## src/rtl/score_topk_sorter.sv

```systemverilog
// Streaming top-K score sorter: keeps the K highest-scoring candidates above a
// threshold in a descending register array, then drains them at end of frame.
module score_topk_sorter #(
  parameter int K         = 8,
  parameter int PAYLOAD_W = 64
) (
  input  logic                   clk,
  input  logic                   rst_n,
  input  logic [15:0]            cfg_thresh,
  input  logic                   in_valid,
  output logic                   in_ready,
  input  logic [15:0]            in_score,
  input  logic [PAYLOAD_W-1:0]   in_payload,
  input  logic                   in_last,
  output logic                   out_valid,
  input  logic                   out_ready,
  output logic [15:0]            out_score,
  output logic [PAYLOAD_W-1:0]   out_payload,
  output logic                   out_last,
  output logic                   frame_done,
  output logic [$clog2(K):0]     count
);

  localparam int IW = $clog2(K);
  localparam int CW = IW + 1;

  typedef enum logic {COLLECT, DRAIN} state_t;

  state_t             state_reg, state_next;
  logic [CW-1:0]      count_reg, count_next;
  logic [IW-1:0]      rd_idx_reg, rd_idx_next;
  logic               in_ready_reg;
  logic               frame_done_reg, frame_done_next;

  logic [15:0]          score_reg   [K];
  logic [PAYLOAD_W-1:0] payload_reg [K];
  logic [15:0]          score_next   [K];
  logic [PAYLOAD_W-1:0] payload_next [K];

  logic [K-1:0] ins;
  logic         accept;
  logic         do_insert;
  logic         out_hs;

  // Raw float16 sign-magnitude ordering; equal bit patterns are not greater.
  function automatic logic f16_gt(input logic [15:0] a, input logic [15:0] b);
    if (a[15] != b[15])
      return b[15];
    else if (!a[15])
      return a[14:0] > b[14:0];
    else
      return a[14:0] < b[14:0];
  endfunction

  assign accept    = in_valid && in_ready && (state_reg == COLLECT);
  assign do_insert = accept && f16_gt(in_score, cfg_thresh) && ins[K-1];

  // ins is monotone (0..0 1..1) because the array is kept sorted; empty slots
  // always accept, so the first set bit is the insertion point.
  for (genvar gi = 0; gi < K; gi++) begin : g_slot
    assign ins[gi] = (CW'(gi) >= count_reg) || f16_gt(in_score, score_reg[gi]);

    if (gi == 0) begin : g_head
      assign score_next[gi]   = ins[gi] ? in_score   : score_reg[gi];
      assign payload_next[gi] = ins[gi] ? in_payload : payload_reg[gi];
    end else begin : g_body
      assign score_next[gi]   = !ins[gi]   ? score_reg[gi]   :
                                ins[gi-1]  ? score_reg[gi-1] : in_score;
      assign payload_next[gi] = !ins[gi]   ? payload_reg[gi]   :
                                ins[gi-1]  ? payload_reg[gi-1] : in_payload;
    end
  end

  always_ff @(posedge clk) begin
    if (do_insert) begin
      for (int i = 0; i < K; i++) begin
        score_reg[i]   <= score_next[i];
        payload_reg[i] <= payload_next[i];
      end
    end
  end

  always_ff @(posedge clk or negedge rst_n) begin
    if (!rst_n) begin
      state_reg      <= COLLECT;
      count_reg      <= '0;
      rd_idx_reg     <= '0;
      in_ready_reg   <= 1'b0;
      frame_done_reg <= 1'b0;
    end else begin
      state_reg      <= state_next;
      count_reg      <= count_next;
      rd_idx_reg     <= rd_idx_next;
      in_ready_reg   <= (state_next == COLLECT);
      frame_done_reg <= frame_done_next;
    end
  end

  always_comb begin
    state_next      = state_reg;
    count_next      = count_reg;
    rd_idx_next     = rd_idx_reg;
    frame_done_next = 1'b0;
    out_valid       = 1'b0;
    out_last        = 1'b0;
    out_hs          = 1'b0;
    case (state_reg)
      COLLECT: begin
        if (do_insert && (count_reg != CW'(K)))
          count_next = count_reg + CW'(1);
        if (accept && in_last)
          state_next = DRAIN;
      end
      DRAIN: begin
        if (count_reg == '0) begin
          state_next = COLLECT;
        end else begin
          out_valid = 1'b1;
          out_last  = ({1'b0, rd_idx_reg} == (count_reg - CW'(1)));
          out_hs    = out_ready;
          if (out_hs && out_last) begin
            state_next      = COLLECT;
            count_next      = '0;
            rd_idx_next     = '0;
            frame_done_next = 1'b1;
          end else if (out_hs) begin
            rd_idx_next = rd_idx_reg + IW'(1);
          end
        end
      end
      default: state_next = COLLECT;
    endcase
  end

  // An empty frame reports completion in its single drain cycle.
  assign frame_done  = frame_done_reg || ((state_reg == DRAIN) && (count_reg == '0));
  assign in_ready    = in_ready_reg;
  assign out_score   = score_reg[rd_idx_reg];
  assign out_payload = payload_reg[rd_idx_reg];
  assign count       = count_reg;

endmodule

```

## config.mk

```make
export PLATFORM = sky130hd
export DESIGN_NAME = score_topk_sorter
export DESIGN_NICKNAME = d
export VERILOG_FILES = /design/src/rtl/score_topk_sorter.sv
export SDC_FILE = /design/constraint.sdc
export NUM_CORES = 1
export LEC_CHECK = 0
export CORE_ASPECT_RATIO = 1.5
export CORE_MARGIN = 1.5
export CORE_UTILIZATION = 65
export CTS_BUF_LIST = sky130_fd_sc_hd__clkbuf_2 sky130_fd_sc_hd__clkbuf_4 sky130_fd_sc_hd__clkbuf_8
export CTS_CLUSTER_DIAMETER = 100
export DETAILED_ROUTE_END_ITERATION = 6
export GPL_TIMING_DRIVEN = 0
export PLACE_DENSITY = 0.9
export SLEW_MARGIN = 20
export SYNTH_ARGS = -nofsm -noshare
export SYNTH_HDL_FRONTEND = slang
export SYNTH_SLANG_ARGS = --single-unit
```

## constraint.sdc

```tcl
create_clock -name clk -period 14.7 [get_ports clk]
set_input_delay 1.47 -clock clk [delete_from_list [all_inputs] [get_ports clk]]
set_output_delay 1.47 -clock clk [all_outputs]
set_load 0.01 [all_outputs]
```

==> results of run 1 <==
[where the power goes]
| group | total [mW] | leakage [nW] | switching [mW] | internal, mW |
|---|---|---|---|---|
| Sequential | 2.68 | 5.98 | 0.153 | 2.52 |
| Clock | 1.40 | 0.906 | 0.710 | 0.690 |
| Combinational | 3.46 | 7.64 | 1.68 | 1.79 |
[cell type report]
type / count / area, um^2 / area share
clock inverters: 53 / 335 / 0.00828
multi-input cells: 1224 / 14700 / 0.363
plain buffers: 106 / 587 / 0.0145
flip-flops and latches: 650 / 19500 / 0.481
clock buffers: 111 / 1410 / 0.0348
inverters: 141 / 534 / 0.0132
well taps: 689 / 862 / 0.0213
diodes: 7 / 17.5 / 0.000433
repair buffers: 226 / 2590 / 0.0639
[worst min path at each step]
stage                                            start                           end  slack (ns)
after floorplan             score_reg[2][15]$_DFFE_PP_    score_reg[3][15]$_DFFE_PP_        0.51
after global placement      score_reg[2][15]$_DFFE_PP_    score_reg[3][15]$_DFFE_PP_        0.53
after detailed placement   payload_reg[2][0]$_DFFE_PP_   payload_reg[3][0]$_DFFE_PP_        0.55
after CTS                  payload_reg[2][0]$_DFFE_PP_   payload_reg[3][0]$_DFFE_PP_        0.57
after global routing       payload_reg[6][9]$_DFFE_PP_   payload_reg[7][9]$_DFFE_PP_        0.59
final                     payload_reg[4][59]$_DFFE_PP_  payload_reg[5][59]$_DFFE_PP_        0.57
[through the flow]
stage | setup TNS [ns] | util | total power, mW | setup WS [ns] | hold slack [ns]
after floorplan | 0 | - | 4.89 | 5.61 | 0.507
after global placement | -98.67 | 0.708 | 5.98 | -1.24 | 0.527
after detailed placement | 0 | 0.722 | 6.14 | 7.80 | 0.554
after CTS | 0 | 0.755 | 7.54 | 8.49 | 0.566
after global routing | 0 | 0.755 | 7.81 | 8.21 | 0.592
final | 0 | 0.755 | 7.54 | 8.37 | 0.565
[kinds of logic (layout without fill, tap and decap cells)]
kind of cell / count (synthesis) / in the layout / share of synthesized area
adders and majority gates: 140 / 140 / 0.0498
and+or+nand+nor: 137 / 137 / 0.0204
muxes: 800 / 800 / 0.317
AOI/OAI and AO/OA: 144 / 144 / 0.0273
other: 0 / 7 / 0
buffers and inverters: 247 / 637 / 0.0316
DFF: 650 / 650 / 0.553
xor gates and xnor gates: 3 / 3 / 0.000747
[cells in the final DEF, fill, tap and decap left out, types with 9 or more instances in the layout]
master | synthesis | final
edfxtp_1 | 640 | 640
dfrtp_1 | 10 | 10
nor2b_1 | 12 | 11
buf_2 | 41 | 41
nand2_1 | 21 | 21
ha_1 | 140 | 140
nand3_1 | 14 | 14
mux2_4 | 89 | 89
clkdlybuf4s50_1 | 0 | 188
buf_1 | 9 | 9
mux2_1 | 28 | 28
buf_4 | 16 | 26
inv_1 | 141 | 140
o21a_1 | 10 | 10
nor2_1 | 32 | 27
buf_6 | 10 | 13
nand4_1 | 19 | 19
a21o_1 | 18 | 18
buf_12 | 0 | 12
o21ai_0 | 29 | 29
a21oi_1 | 39 | 39
clkinv_2 | 0 | 12
clkinv_1 | 0 | 31
clkbuf_1 | 30 | 28
clkbuf_4 | 0 | 19
nor3_1 | 12 | 11
buf_16 | 0 | 13
mux4_2 | 160 | 160
clkbuf_8 | 0 | 92
mux2_2 | 517 | 517
[layer usage]
layer | track usage | share of wire
met1 | 0.404 | 0.35
met2 | 0.567 | 0.51
met3 | 0.0629 | 0.079
met4 | 0.189 | 0.057
met5 | 0 | 0.00041
[worst register-to-register path, delay by kind of cell, from the launching register on]
family | cells | cell delay (ns)
AO/OA/AOI/OAI | 5 | 1.64
adder cells (fa/ha/maj) | 1 | 0.23
buffers and inverters | 7 | 2.01
flip-flops | 1 | 0.42
AND/OR/NAND/NOR | 2 | 0.43
==> impl_metrics.toml, run 1 <==
[status]
status = "complete, no violations"

[critical_path]
worstReg2RegStart = "score_reg[7][8]$_DFFE_PP_"
crit_type = "in2reg"
regToRegSetupSlack_ns = 9.72
startpoint_type = "input pin"
crit_chain = "clkdlybuf4s50_1, ha_1, a21oi_1, o21ai_0, a221oi_1, a221oi_1, a311oi_1, or2_2, clkbuf_1, nor3_2, buf_4, buf_4, buf_4, buf_4, buf_4"
cp_slowest_cell = "clkdlybuf4s50_1"
crit_fanout = 17
r2r_cells = 15
critPathBufInv = 7
worstPathArrival_ns = 6.76
crit_start = "in_score[10]"
cp_top_family = "buffers and inverters"
slowest_delay_ns = 0.98
r2r_end = "payload_reg[3][33]$_DFFE_PP_"
cp.required_ns = 15.12
cp_num_cells = 15
critPathMostFrequentCell = "buf_4"
setup.worst_path.end = "payload_reg[3][33]$_DFFE_PP_"
endpoint_kind = "flip-flop"

[global_route]
grt_start_max_net_pins = 60
grt-ovfl-total = 0
antenna_found_initial = 7
grt_pass1_vias = 23200
grt_first_pass_wirelength_mm = 138
grt.total_usage = 0.336

[min_path]
min_path_type = "reg2reg"
holdPathStages = 1

[drt]
first_iter_violations = 1919
vias = 21600
drc_errors = 0
first_pass_iters = 6
ant_nets = 0
routed_wl_mm = 91.2
wire_per_inst_um = 28.4
vias_per_cell = 6.74

[clock_tree]
clkLatencyLatePin_ns = 0.68
cts.sinks = 650
htreeDepth = 3
cts_tree = "yes"
numCtsBuffers = 92
hold_buffers = 0
clk_pin_slew_worst_paths_ns = 0.08
clockBufferDepth = 3
ctsResizeCount = 0
ctsRootBufferMaster = "clkbuf_8"
cts_setup_buffers = 0

[yosys]
syn_area_um2 = 35200
async_reset_ff_frac = 0.0154
synth_ff_type = "edfxtp_1"
yosysMostFrequentCell = "edfxtp_1"
yosys-top-cells-count = "edfxtp_1 (640), mux2_2 (517), mux4_2 (160)"
synth_nets = 2362
yosysWarnings = 0
ys_types = 60
ys_ff_latch = 650
syn_inst = 2121
synthTopCellsByArea = "edfxtp_1 (55%), mux2_2 (17%), mux4_2 (10%), ha_1 (5.0%), mux2_4 (3.8%)"
syn_avg_cell_area_um2 = 16.6
yosysSeqAreaShare = 0.553
synth_top_cell_by_area = "edfxtp_1"
synth_edf_count = 640
yosysTopAreaCellShare = 0.546

[floorplanning]
die_x_um = 193
core_area_um2 = 53600
ios = 189
rows = 104
die_area_um2 = 55600
initial_core_util = 0.656
die_h_um = 288

[place]
dpl_cell_area_um2 = 38700
dp.cells = 3036
port_buffers = 188
hpwl_mm = 62.2
place_congestion = 0.947

[final_layout]
final_nets = 2682
fin_area_um2 = 40500
drive_gt1_frac = 0.410
largest_reg_flops = 512
area_delta_synth_final_pct = 15.0
final_cells = 3207
fillers = 3011

[job]
cap_violations = 0

[timing]
period_share = 0.431
slew-limit-headroom = 0.202
rsz0062_at_grt = "no"
worst_slew_pin_slew_ns = 1.20
period_minus_slack_ns = 6.33
setup_viol = 0
clock_skew_ns = 0.0361
fmax_mhz = 158
finalHoldViolCount = 0
slew_viol_final = 0

[power_and_ir_drop]
leakagePower_nw = 14.5
power_density_nw_per_um2 = 186
vdd_drop_max_mv = 0.122
Note: power is estimated with default switching activity, not from simulation.
==> run 2, diff against run 1 <==
- CORE_UTILIZATION: 65 -> 57
- PLACE_DENSITY: 0.9 -> 0.83
- clock period: 14.7 -> 5.2 ns (I/O delays scaled with it)
==> run 2 against run 1 <==
Compared with the run above:
- power increased to 2.8 times the previous value
- design area increased by 0.76%
- clock power rose to 2.8 times the previous value
- sequential share of layout area down 0.36 points
- flip-flop and latch count is the same
- non-clock buffer count is 2 higher
- final cell count grew 3.4%
- routed wire length is 0.76% higher
- worst setup slack lost 8.2 ns
- count of clock-buffer cells in the layout up 14
==> impl_metrics.toml, run 2 (synthesized netlist as in run 1, its figures left out) <==
[power_and_ir_drop]
p_comb_frac = 0.461
p_int_mw = 14.2
vdd_drop_max_mv = 0.279
switching_share = 0.335
finalPower_mw = 21.4
power_density_nw_per_um2 = 524
pwr-share-seq = 0.353
p_clk_frac = 0.186
p_sw_mw = 7.17
leakagePower_nw = 14.6

[clock_tree]
cts.sinks = 650
clk_pin_slew_worst_paths_ns = 0.06
cts_tree = "yes"
hold_buffers = 0
clkLatencyLatePin_ns = 0.72
clockBufferDepth = 3
numCtsBuffers = 95
htreeDepth = 3
ctsRootBufferMaster = "clkbuf_8"

[drt]
ant_nets = 0
drc_errors = 0
vias_per_cell = 6.41
first_pass_iters = 5
wire_per_inst_um = 27.7
first_iter_violations = 1842
vias = 21300
routed_wl_mm = 91.9

[critical_path]
startpoint_type = "input pin"
cp.required_ns = 5.61
crit_type = "in2reg"
crit_fanout = 17
worstPathArrival_ns = 5.46
endpoint_kind = "flip-flop"

[timing]
slew-limit-headroom = 0.242
worst_slew_pin_slew_ns = 1.14
slew_viol_final = 0
period_share = 0.972
fmax_mhz = 198
rsz0062_at_grt = "no"
timing.hold.ws_ns = 0.113
tns_ns = 0
setup_viol = 0
period_minus_slack_ns = 5.05
finalHoldViolCount = 0
clock_skew_ns = 0.0316

[min_path]
min_path_type = "in2async"

[global_route]
grt_first_pass_wirelength_mm = 139
grt_pass1_vias = 23200
grt.total_usage = 0.297
grt_start_max_net_pins = 60
antenna_found_initial = 15
grt-ovfl-total = 0

[final_layout]
drive_gt1_frac = 0.413
final_cells = 3317
largest_reg_flops = 512
layout_common_cells = "edfxtp_1 (640), mux2_2 (517), clkdlybuf4s50_1 (188)"
final_common_cell = "edfxtp_1"
fin_area_um2 = 40800
area_delta_synth_final_pct = 15.9
final_nets = 2687

[floorplanning]
die_area_um2 = 63300
die_x_um = 206
die_h_um = 307
initial_core_util = 0.576
rows = 111
ios = 189
core_area_um2 = 61100

[place]
port_buffers = 188
hpwl_mm = 63.9
dpl_cell_area_um2 = 39000
dp.cells = 3138
place_congestion = 0.918

[job]
cap_violations = 0

[status]
status = "complete, no violations"
-- run 2: worst paths after layout --
path	from	end	slack, ns	cells past startpoint
worst min-delay path	rst_n	count[2]$_DFFE_PN0P_	0.11	1
max in group asynchronous	rst_n	count[0]$_DFFE_PN0P_	4.77	1
worst max-delay path	in_score[12]	payload_reg[2][31]$_DFFE_PP_	0.15	13
worst min register to register	score_reg[2][15]$_DFFE_PP_	score_reg[3][15]$_DFFE_PP_	0.56	1
worst max register to register	score_reg[7][8]$_DFFE_PP_	payload_reg[2][31]$_DFFE_PP_	0.66	13
min in group clk	in_last	in_ready$_DFF_PN0_	0.44	2
-- run 2: cell type report --
class / count / area, um^2
Clock buffer: 125 / 1530
Fill cell: 4144 / 20300
Sequential cell: 650 / 19500
Inverter: 141 / 534
Tap cell: 791 / 990
Antenna cell: 8 / 20.0
Clock inverter: 44 / 234
Buffer: 106 / 588
Multi-Input combinational cell: 1224 / 14700
Timing Repair Buffer: 228 / 2740
-- run 2: critical path, cell delays in order --
cell and delay (ns):
clkdlybuf4s50_1 0.88, ha_1 0.59, nand4_1 0.11, nor3_1 0.55, o31ai_1 0.25, a221oi_1 0.31
a311oi_1 0.13, or2_2 0.35, clkbuf_1 0.45, nor2_4 0.67, buf_16 0.24, buf_16 0.18
buf_16 0.17
-- run 2: what timing repair did --
item                       CTS  global route
buffers inserted             0             2
gates resized for setup      0             3
setup endpoints to repair    0            18
-- run 2: stage by stage --
stage	setup slack [ns]	util
detailed placement	-0.651	0.638
finish	0.148	0.668
global route	0.00361	0.668
global placement	-6.28	0.623
CTS	0.0119	0.667
floorplan	-0.785	-
-- run 2: layer usage --
| layer | up-vias | track usage | wire, um |
|---|---|---|---|
| li1 | 9111 | - | - |
| met1 | 11000 | 0.344 | 33000 |
| met2 | 877 | 0.516 | 48000 |
| met3 | 285 | 0.0516 | 5710 |
| met4 | 16 | 0.170 | 5070 |
| met5 | - | 0 | 139 |
-- run 2: power by group through the flow --
stage / Combinational (mW) / Clock, mW / Sequential, mW
final: 9.85 / 3.97 / 7.55
after global placement: 9.27 / 0 / 7.74
after floorplan: 6.27 / 0 / 7.55
after global routing: 10.4 / 4.22 / 7.62
after detailed placement: 9.81 / 0 / 7.64
after CTS: 9.88 / 4.02 / 7.54
==> run 3, diff against run 2 <==
- SETUP_SLACK_MARGIN: unset -> 0.5
==> run 3 against run 2 <==
Compared with the run above:
- final cell count unchanged
- sequential power hardly changed
- die area unchanged
- first-iteration DRC count down 0.87%
- flip-flop and latch count unchanged
- largest cell class unchanged
==> impl_metrics.toml, run 3 (synthesized netlist as in run 1, its figures left out) <==
[status]
status = "complete, no violations"

[floorplanning]
die_h_um = 307
initial_core_util = 0.576
die_x_um = 206
core_area_um2 = 61100
rows = 111
ios = 189
die_area_um2 = 63300

[place]
dpl_cell_area_um2 = 39000
dp.cells = 3138
place_congestion = 0.918
port_buffers = 188
hpwl_mm = 63.9

[critical_path]
cp.required_ns = 5.59
worstPathArrival_ns = 4.96
startpoint_type = "input pin"
crit_fanout = 21
endpoint_kind = "flip-flop"
crit_type = "in2reg"

[timing]
setup_viol = 0
clock_skew_ns = 0.0309
period_minus_slack_ns = 4.57
finalHoldViolCount = 0
slew_viol_final = 0
fmax_mhz = 219
worst_slew_pin_slew_ns = 1.06
period_share = 0.879
slew-limit-headroom = 0.277
rsz0062_at_grt = "no"

[drt]
routed_wl_mm = 91.9
ant_nets = 0
wire_per_inst_um = 27.7
first_pass_iters = 5
first_iter_violations = 1826
vias_per_cell = 6.41
drc_errors = 0
vias = 21300

[final_layout]
fin_util = 0.668
final_nets = 2688
final_common_cell = "edfxtp_1"
final_cells = 3317
drive_gt1_frac = 0.414
fin_area_um2 = 40800
largest_reg_flops = 512
layout_common_cells = "edfxtp_1 (640), mux2_2 (517), clkdlybuf4s50_1 (188)"
area_delta_synth_final_pct = 16.0

[min_path]
min_path_type = "in2async"

[power_and_ir_drop]
leakagePower_nw = 14.6
finalPower_mw = 21.4
power_density_nw_per_um2 = 524
vdd_drop_max_mv = 0.279

[global_route]
grt_start_max_net_pins = 60
grtUsageMet2 = 0.517
grt_first_pass_wirelength_mm = 139
grt_pass1_vias = 23300
antenna_found_initial = 14
grt-ovfl-total = 0
grt.total_usage = 0.297
use_met1 = 0.344
busiest_layer = "met2"
use_met3 = 0.0508

[clock_tree]
ctsRootBufferMaster = "clkbuf_8"
cts_tree = "yes"
cts.sinks = 650
clk_pin_slew_worst_paths_ns = 0.06
clockBufferDepth = 3
numCtsBuffers = 95
htreeDepth = 3
clkLatencyLatePin_ns = 0.72
hold_buffers = 0

[job]
cap_violations = 0
## run 3: power by group
part           leakage (nW)  total [mW]  internal [mW]  switching, mW
sequential             5.98        7.55           7.13          0.420
clock                 0.923        3.96           1.97           1.99
combinational          7.71        9.86           5.11           4.75
total                  14.6        21.4           14.2           7.16
## run 3: worst max-delay path: stages
cell and delay, ns:
clkdlybuf4s50_1 0.89, ha_1 0.58, nand4_1 0.16, nor3_1 0.52, o221ai_1 0.31, nand3_1 0.13, a21oi_1 0.09, o21ai_2 0.49
buf_2 0.41, nor2b_4 0.54, buf_12 0.26
## run 3: stage by stage
| stage | setup WS [ns] | hold slack (ns) | setup TNS, ns |
|---|---|---|---|
| 2_1_floorplan | -0.785 | 0.224 | -354.13 |
| 3_3_place_gp | -6.28 | 0.525 | -3445.36 |
| 3_5_place_dp | -0.651 | 0.538 | -168.12 |
| 4_1_cts | 0.704 | 0.0907 | 0 |
| 5_1_grt | 0.576 | 0.161 | 0 |
| 6_report | 0.629 | 0.119 | 0 |
## run 3: final cells by class
type	instances	area, um^2
Timing Repair Buffer	230	2750
Buffer	105	601
Antenna cell	7	17.5
Multi-Input combinational cell	1224	14700
Tap cell	791	990
Clock inverter	44	234
Inverter	141	534
Fill cell	4144	20300
Sequential cell	650	19500
Clock buffer	125	1530
## run 3: path summary, 6_finish.rpt
| check | startpoint | endpoint | slack [ns] | cells past startpoint |
|---|---|---|---|---|
| worst max-delay path | in_score[12] | payload_reg[6][28]$_DFFE_PP_ | 0.63 | 11 |
| worst min-delay path | rst_n | count[2]$_DFFE_PN0P_ | 0.12 | 1 |
| worst max register to register | count[0]$_DFFE_PN0P_ | payload_reg[1][38]$_DFFE_PP_ | 1.10 | 13 |
| worst min register to register | payload_reg[4][26]$_DFFE_PP_ | payload_reg[5][26]$_DFFE_PP_ | 0.56 | 1 |
| max in group asynchronous | rst_n | count[0]$_DFFE_PN0P_ | 4.77 | 1 |
| min in group clk | in_last | in_ready$_DFF_PN0_ | 0.43 | 2 |
## run 3: per-layer routing
metal	part of all wire	wire, um	vias up
li1	-	-	9118
met1	0.35	32500	11000
met2	0.52	48000	921
met3	0.068	6220	265
met4	0.054	4970	14
met5	0.0010	96	-
## run 3: timing repair
action,in CTS,in global routing
gates resized for setup,6,0
buffers inserted,4,0
setup endpoints to repair,477,0
